File: src/rtl/tpu_pkg.sv
// rtl/tpu_pkg.sv - shared FSM state type and saturation limits for the writeback path
package tpu_pkg;

  typedef enum logic [1:0] {
    ST_IDLE  = 2'd0,
    ST_SEND0 = 2'd1,
    ST_SEND1 = 2'd2,
    ST_DONE  = 2'd3
  } wb_state_e;

  localparam int OUT_W_DEF = 16;

  // Signed limits of a w-bit result, expressed in the 32-bit accumulator domain.
  function automatic logic signed [31:0] sat_max(input int w);
    return (32'sd1 <<< (w - 1)) - 32'sd1;
  endfunction

  function automatic logic signed [31:0] sat_min(input int w);
    return -(32'sd1 <<< (w - 1));
  endfunction

  localparam logic signed [31:0] SAT_MAX_DEF = sat_max(OUT_W_DEF);
  localparam logic signed [31:0] SAT_MIN_DEF = sat_min(OUT_W_DEF);

endpackage

File: src/rtl/post_proc.sv
// rtl/post_proc.sv - combinational ReLU, arithmetic shift and saturation, 32 bits to OUT_W
module post_proc
  import tpu_pkg::*;
#(
  parameter int OUT_W = OUT_W_DEF
) (
  input  logic [31:0]      din,
  input  logic             relu_en,
  input  logic [4:0]       shift,
  output logic [OUT_W-1:0] dout
);

  localparam logic signed [31:0] HI = sat_max(OUT_W);
  localparam logic signed [31:0] LO = sat_min(OUT_W);

  logic signed [31:0] relu_v;
  logic signed [31:0] shr_v;

  always_comb begin
    relu_v = (relu_en && din[31]) ? 32'sd0 : $signed(din);
    shr_v  = relu_v >>> shift;
    if (shr_v > HI) begin
      dout = HI[OUT_W-1:0];
    end else if (shr_v < LO) begin
      dout = LO[OUT_W-1:0];
    end else begin
      dout = shr_v[OUT_W-1:0];
    end
  end

endmodule

File: src/rtl/acc_writeback.sv
// rtl/acc_writeback.sv - writes two post-processed accumulator results to the unified buffer
module acc_writeback
  import tpu_pkg::*;
#(
  parameter int ADDR_W = 8,
  parameter int OUT_W  = 16
) (
  input  logic              clk,
  input  logic              reset,
  input  logic              full,
  input  logic [31:0]       acc_mem_0,
  input  logic [31:0]       acc_mem_1,
  input  logic              relu_en,
  input  logic [4:0]        shift,
  input  logic [ADDR_W-1:0] base_addr,
  output logic              wr_valid,
  input  logic              wr_ready,
  output logic [ADDR_W-1:0] wr_addr,
  output logic [OUT_W-1:0]  wr_data,
  output logic              busy,
  output logic              done,
  output logic [7:0]        missed
);

  wb_state_e state_q, state_d;

  logic              full_q, armed_q;
  logic [31:0]       acc1_q;
  logic              relu_q;
  logic [4:0]        shift_q;
  logic [ADDR_W-1:0] base_q;

  logic              wr_valid_q, wr_valid_d;
  logic [ADDR_W-1:0] wr_addr_q, wr_addr_d;
  logic [OUT_W-1:0]  wr_data_q, wr_data_d;
  logic              done_q, done_d;
  logic [7:0]        missed_q, missed_d;

  logic              trig, hs;
  logic [31:0]       pp_din;
  logic              pp_relu;
  logic [4:0]        pp_shift;
  logic [OUT_W-1:0]  pp_dout;

  // armed_q blocks a trigger until full has been seen low after reset.
  assign trig = full && !full_q && armed_q;
  assign hs   = wr_valid_q && wr_ready;

  // One post_proc is shared: raw inputs for word 0 at trigger, latched word 1 afterwards.
  assign pp_din   = (state_q == ST_IDLE) ? acc_mem_0 : acc1_q;
  assign pp_relu  = (state_q == ST_IDLE) ? relu_en   : relu_q;
  assign pp_shift = (state_q == ST_IDLE) ? shift     : shift_q;

  post_proc #(.OUT_W(OUT_W)) u_post_proc (
    .din     (pp_din),
    .relu_en (pp_relu),
    .shift   (pp_shift),
    .dout    (pp_dout)
  );

  always_ff @(posedge clk) begin
    if (reset) begin
      state_q <= ST_IDLE;
    end else begin
      state_q <= state_d;
    end
  end

  always_comb begin
    state_d = state_q;
    case (state_q)
      ST_IDLE:  if (trig) state_d = ST_SEND0;
      ST_SEND0: if (hs)   state_d = ST_SEND1;
      ST_SEND1: if (hs)   state_d = ST_DONE;
      ST_DONE:            state_d = ST_IDLE;
      default:            state_d = ST_IDLE;
    endcase
  end

  always_comb begin
    wr_valid_d = wr_valid_q;
    wr_addr_d  = wr_addr_q;
    wr_data_d  = wr_data_q;
    done_d     = 1'b0;
    missed_d   = missed_q;
    if (trig && state_q != ST_IDLE && missed_q != 8'hFF) begin
      missed_d = missed_q + 8'd1;
    end
    case (state_q)
      ST_IDLE: begin
        if (trig) begin
          wr_valid_d = 1'b1;
          wr_addr_d  = base_addr;
          wr_data_d  = pp_dout;
        end
      end
      ST_SEND0: begin
        if (hs) begin
          wr_addr_d = base_q + ADDR_W'(1);
          wr_data_d = pp_dout;
        end
      end
      ST_SEND1: begin
        if (hs) begin
          wr_valid_d = 1'b0;
          done_d     = 1'b1;
        end
      end
      default: ;
    endcase
  end

  always_ff @(posedge clk) begin
    if (reset) begin
      full_q     <= 1'b0;
      armed_q    <= 1'b0;
      acc1_q     <= '0;
      relu_q     <= 1'b0;
      shift_q    <= '0;
      base_q     <= '0;
      wr_valid_q <= 1'b0;
      wr_addr_q  <= '0;
      wr_data_q  <= '0;
      done_q     <= 1'b0;
      missed_q   <= '0;
    end else begin
      full_q     <= full;
      armed_q    <= armed_q || !full;
      wr_valid_q <= wr_valid_d;
      wr_addr_q  <= wr_addr_d;
      wr_data_q  <= wr_data_d;
      done_q     <= done_d;
      missed_q   <= missed_d;
      if (state_q == ST_IDLE && trig) begin
        acc1_q  <= acc_mem_1;
        relu_q  <= relu_en;
        shift_q <= shift;
        base_q  <= base_addr;
      end
    end
  end

  assign wr_valid = wr_valid_q;
  assign wr_addr  = wr_addr_q;
  assign wr_data  = wr_data_q;
  assign done     = done_q;
  assign missed   = missed_q;
  assign busy     = (state_q != ST_IDLE);

endmodule

File: config.mk
export PLATFORM = sky130hd
export DESIGN_NAME = acc_writeback
export DESIGN_NICKNAME = d
export VERILOG_FILES = /design/src/rtl/tpu_pkg.sv /design/src/rtl/post_proc.sv /design/src/rtl/acc_writeback.sv
export SDC_FILE = /design/constraint.sdc
export NUM_CORES = 1
export LEC_CHECK = 0
export BUFFER_PORTS_ARGS = -buffer_cell sky130_fd_sc_hd__buf_2
export CORE_UTILIZATION = 57
export CTS_CLUSTER_SIZE = 24
export DETAILED_ROUTE_END_ITERATION = 8
export PLACE_DENSITY = 0.79
export SETUP_SLACK_MARGIN = 0.5
export SYNTH_ARGS = -nofsm -noshare
export SYNTH_HDL_FRONTEND = slang
export SYNTH_SLANG_ARGS = --single-unit
File: constraint.sdc
create_clock -name clk -period 4.1 [get_ports clk]
set_input_delay 0.82 -clock clk [delete_from_list [all_inputs] [get_ports clk]]
set_output_delay 0.82 -clock clk [all_outputs]
set_load 0.005 [all_outputs]
==> flow_summary.yaml <==
sta:
  setup_ws_ps: 573.8
  tns_ps: 0
  drv_slew: 0
  rsz0062_at_grt: "true"
  min_period_ps: 3526
  clock-skew-final_ps: 19.20
  finalCritPeriodShare: 0.8600
  slew_headroom: 0.3218
  worstMarginPinSlew_ps: 1015
  finalSetupViolCount: 0
  whs_ps: 456.8
  clock.fmax_mhz: 283.6
  hold_viol: 0
hold_path:
  hold_class: "reg -> reg"
clocking:
  htreeDepth: 3
  clk_pin_slew_ps: 90
  clockBufferDepth: 2
  cts_root_buf: "clkbuf_8"
  clock_latency_ps: 380
  cts_tree: "done"
  cts.sinks: 84
  numCtsBuffers: 9
  ctsHoldBuffers: 0
yosys:
  yosysTopAreaCell: "dfxtp_1"
  ys.flop_type: "dfxtp_1"
  yosysSeqAreaShare: 0.2743
  synth_async_sr_flop_share: 0
  synth_nets: 915
  avgSynthCellArea_um2: 7.403
  yosys_warnings: 0
  syn-instance-count: 828
  synth_enable_flop_cells: 0
  synth_area_um2: 6130
  yosysUniqueCellTypes: 67
  ys_ff_latch: 84
  netlist.area_leader.share: 0.2743
  synthTopCellsByArea: "dfxtp_1 27%, mux2i_1 14%, nand2_1 11%"
routing:
  avgRoutedWirePerCell_um: 18.06
  final_antenna_net_count: 0
  first_iter_violations: 588
  drc_errors: 0
  drt_wl_total_um: 19630
  dr.pass1.iters: 6
  vias: 6731
  vias_per_cell: 6.192
placed_design:
  port-buffer-count: 116
  place_ws_ps: 70.36
  place_congestion: 1.005
  place_area_um2: 6955
  hpwl_um: 14700
  dp_cells: 1061
worst_setup_path:
  crit_top_cell: "buf_4"
  end_kind: "flip-flop"
  crit_arrival_ps: 3790
  cp_slowest_cell: "nor4_1"
  crit_fanout: 15
  critPathTopFamily: "simple AND/OR/NAND/NOR gates"
  critPathKind: "reg -> reg"
  required_ps: 4360
  start_kind: "flip-flop"
  crit_chain: "inv_1, ha_4, buf_4, and3b_1, nor4_1, buf_4, a22o_1, a21oi_1, a21oi_2, nor4bb_1, a311oi_1, buf_4, o41ai_1"
  cp.buffers_inverters: 4
  cp_slowest_stage_delay_ps: 470
layout:
  fillers: 825
  utilization: 0.7097
  drive_above_1_share: 0.2450
  diodes: 0
  finalNetCount: 1033
  syn2layout_area_growth_pct: 20.07
  final_cells: 1087
  final_area_um2: 7360
floorplan:
  rows: 37
  io_pins: 117
  die_w_um: 105.7
  die_area_um2: 11170
  start_util: 0.5911
  core_region_area_um2: 10370
  floorplan.die.height_um: 105.7
pwr:
  total_power_mw: 4.562
  p_int_mw: 2.438
  p_per_area_nw_per_um2: 619.9
  p_sw_mw: 2.124
  pwr-share-comb: 0.638
  p_leak_nw: 3.007
  switching_share: 0.4656
  seqPwrFrac: 0.228
  peakVddDrop_v: 0.0003785
  clockPowerShare: 0.134
global_route:
  grtUsageTotal: 0.3472
  grt_overflow_total: 0
  grt_pass1_vias: 6147
  antenna_found_initial: 0
  grt_pass1_wl_um: 30710
  grt_max_degree: 51
run:
  max-cap-violations: 0
status:
  status: "complete, no violations"
## flip-flops by register name, indices dropped and copies added, names as in the netlist, 2 cells and up
| signal | count |
|---|---|
| base_q | 8 |
| wr_addr | 8 |
| wr_data | 16 |
| missed | 8 |
| shift_q | 5 |
| acc1_q | 32 |
| state_q | 2 |
## path summary, 6_finish.rpt
kind,startpoint,slack [ps],end,depth (start not counted)
worst max register to register,state_q[0],570,wr_data[9],13
worst min register to register,armed_q,460,armed_q,2
worst max-delay path,state_q[0],570,wr_data[9],13
worst min-delay path,armed_q,460,armed_q,2
## power groups by stage
stage / clock (mW) / sequential, mW / combinational, mW
2_1_floorplan: 0 / 1.04 / 1.83
3_3_place_gp: 0 / 1.05 / 2.62
3_5_place_dp: 0 / 1.06 / 2.64
4_1_cts: 0.616 / 1.04 / 2.70
5_1_grt: 0.651 / 1.05 / 3.13
6_report: 0.612 / 1.04 / 2.91
## synth_stat cells (9+ instances only)
cell type	instances
a211oi_1	16
and3_1	10
buf_2	11
o211ai_1	23
dfxtp_1	84
nand2_1	181
mux2i_1	87
o22ai_1	10
o21ai_0	23
o41ai_1	9
clkbuf_1	41
nand3_1	23
nor2_1	70
mux2_2	12
a21oi_1	85
## cell usage in the layout (no fill, tap or decap), drive strengths merged, types with 6 or more instances in the layout
cell,synthesis,final
nand2,181,181
buf,23,170
mux2i,89,89
a21oi,85,85
dfxtp,84,84
nor2,70,70
o21ai,24,24
nand3,23,23
o211ai,23,23
a211oi,16,16
mux2,12,12
clkbuf,41,11
and3,10,10
o22ai,10,10
o41ai,9,9
inv,7,9
nand4,8,8
xor2,8,8
nor3,7,7
nor2b,6,6
a22oi,6,6
## worst register-to-register path: stages (launching register included)
cell and delay (ps):
dfxtp_1 330, inv_1 120, ha_4 260, buf_4 190, and3b_1 260, nor4_1 470
buf_4 210, a22o_1 140, a21oi_1 90, a21oi_2 230, nor4bb_1 390, a311oi_1 140
buf_4 210, o41ai_1 370
## final cells by class
type / count / area (um2) / share of cell area
Clock inverter: 5 / 57.56 / 0.007820
Inverter: 7 / 26.28 / 0.003570
Sequential cell: 84 / 1682 / 0.2285
Multi-Input combinational cell: 674 / 4280 / 0.5816
Clock buffer: 11 / 141.4 / 0.01921
Timing Repair Buffer: 170 / 1002 / 0.1362
Tap cell: 136 / 170.2 / 0.02312
## kinds of logic (layout without fill, tap and decap cells)
kind of cell	count (synthesis)	count (layout)	share of synthesized area
multiplexers	104	104	0.1811
XOR/XNOR	11	11	0.01572
adder cells (fa/ha/maj)	5	5	0.01021
buffers and inverters	71	193	0.05062
flip-flops	84	84	0.2743
AND/OR/NAND/NOR	337	337	0.2403
AO/OA/AOI/OAI	216	217	0.2278
## repair_timing
item	CTS	global route
resized for setup	7	19
endpoints found under the hold margin	0	0
gates cloned	0	1
pin swaps	1	4
buffers inserted	3	6
endpoints found under the setup margin	15	15
## layer usage
metal | GRT usage | up-vias | share of wire
met5 | 0 | - | 0
met4 | 0.1438 | 0 | 0.035
met3 | 0.07607 | 58 | 0.081
met2 | 0.5588 | 319 | 0.45
met1 | 0.4479 | 3128 | 0.43
li1 | - | 3226 | -
Note: power is estimated with default switching activity, not from simulation.
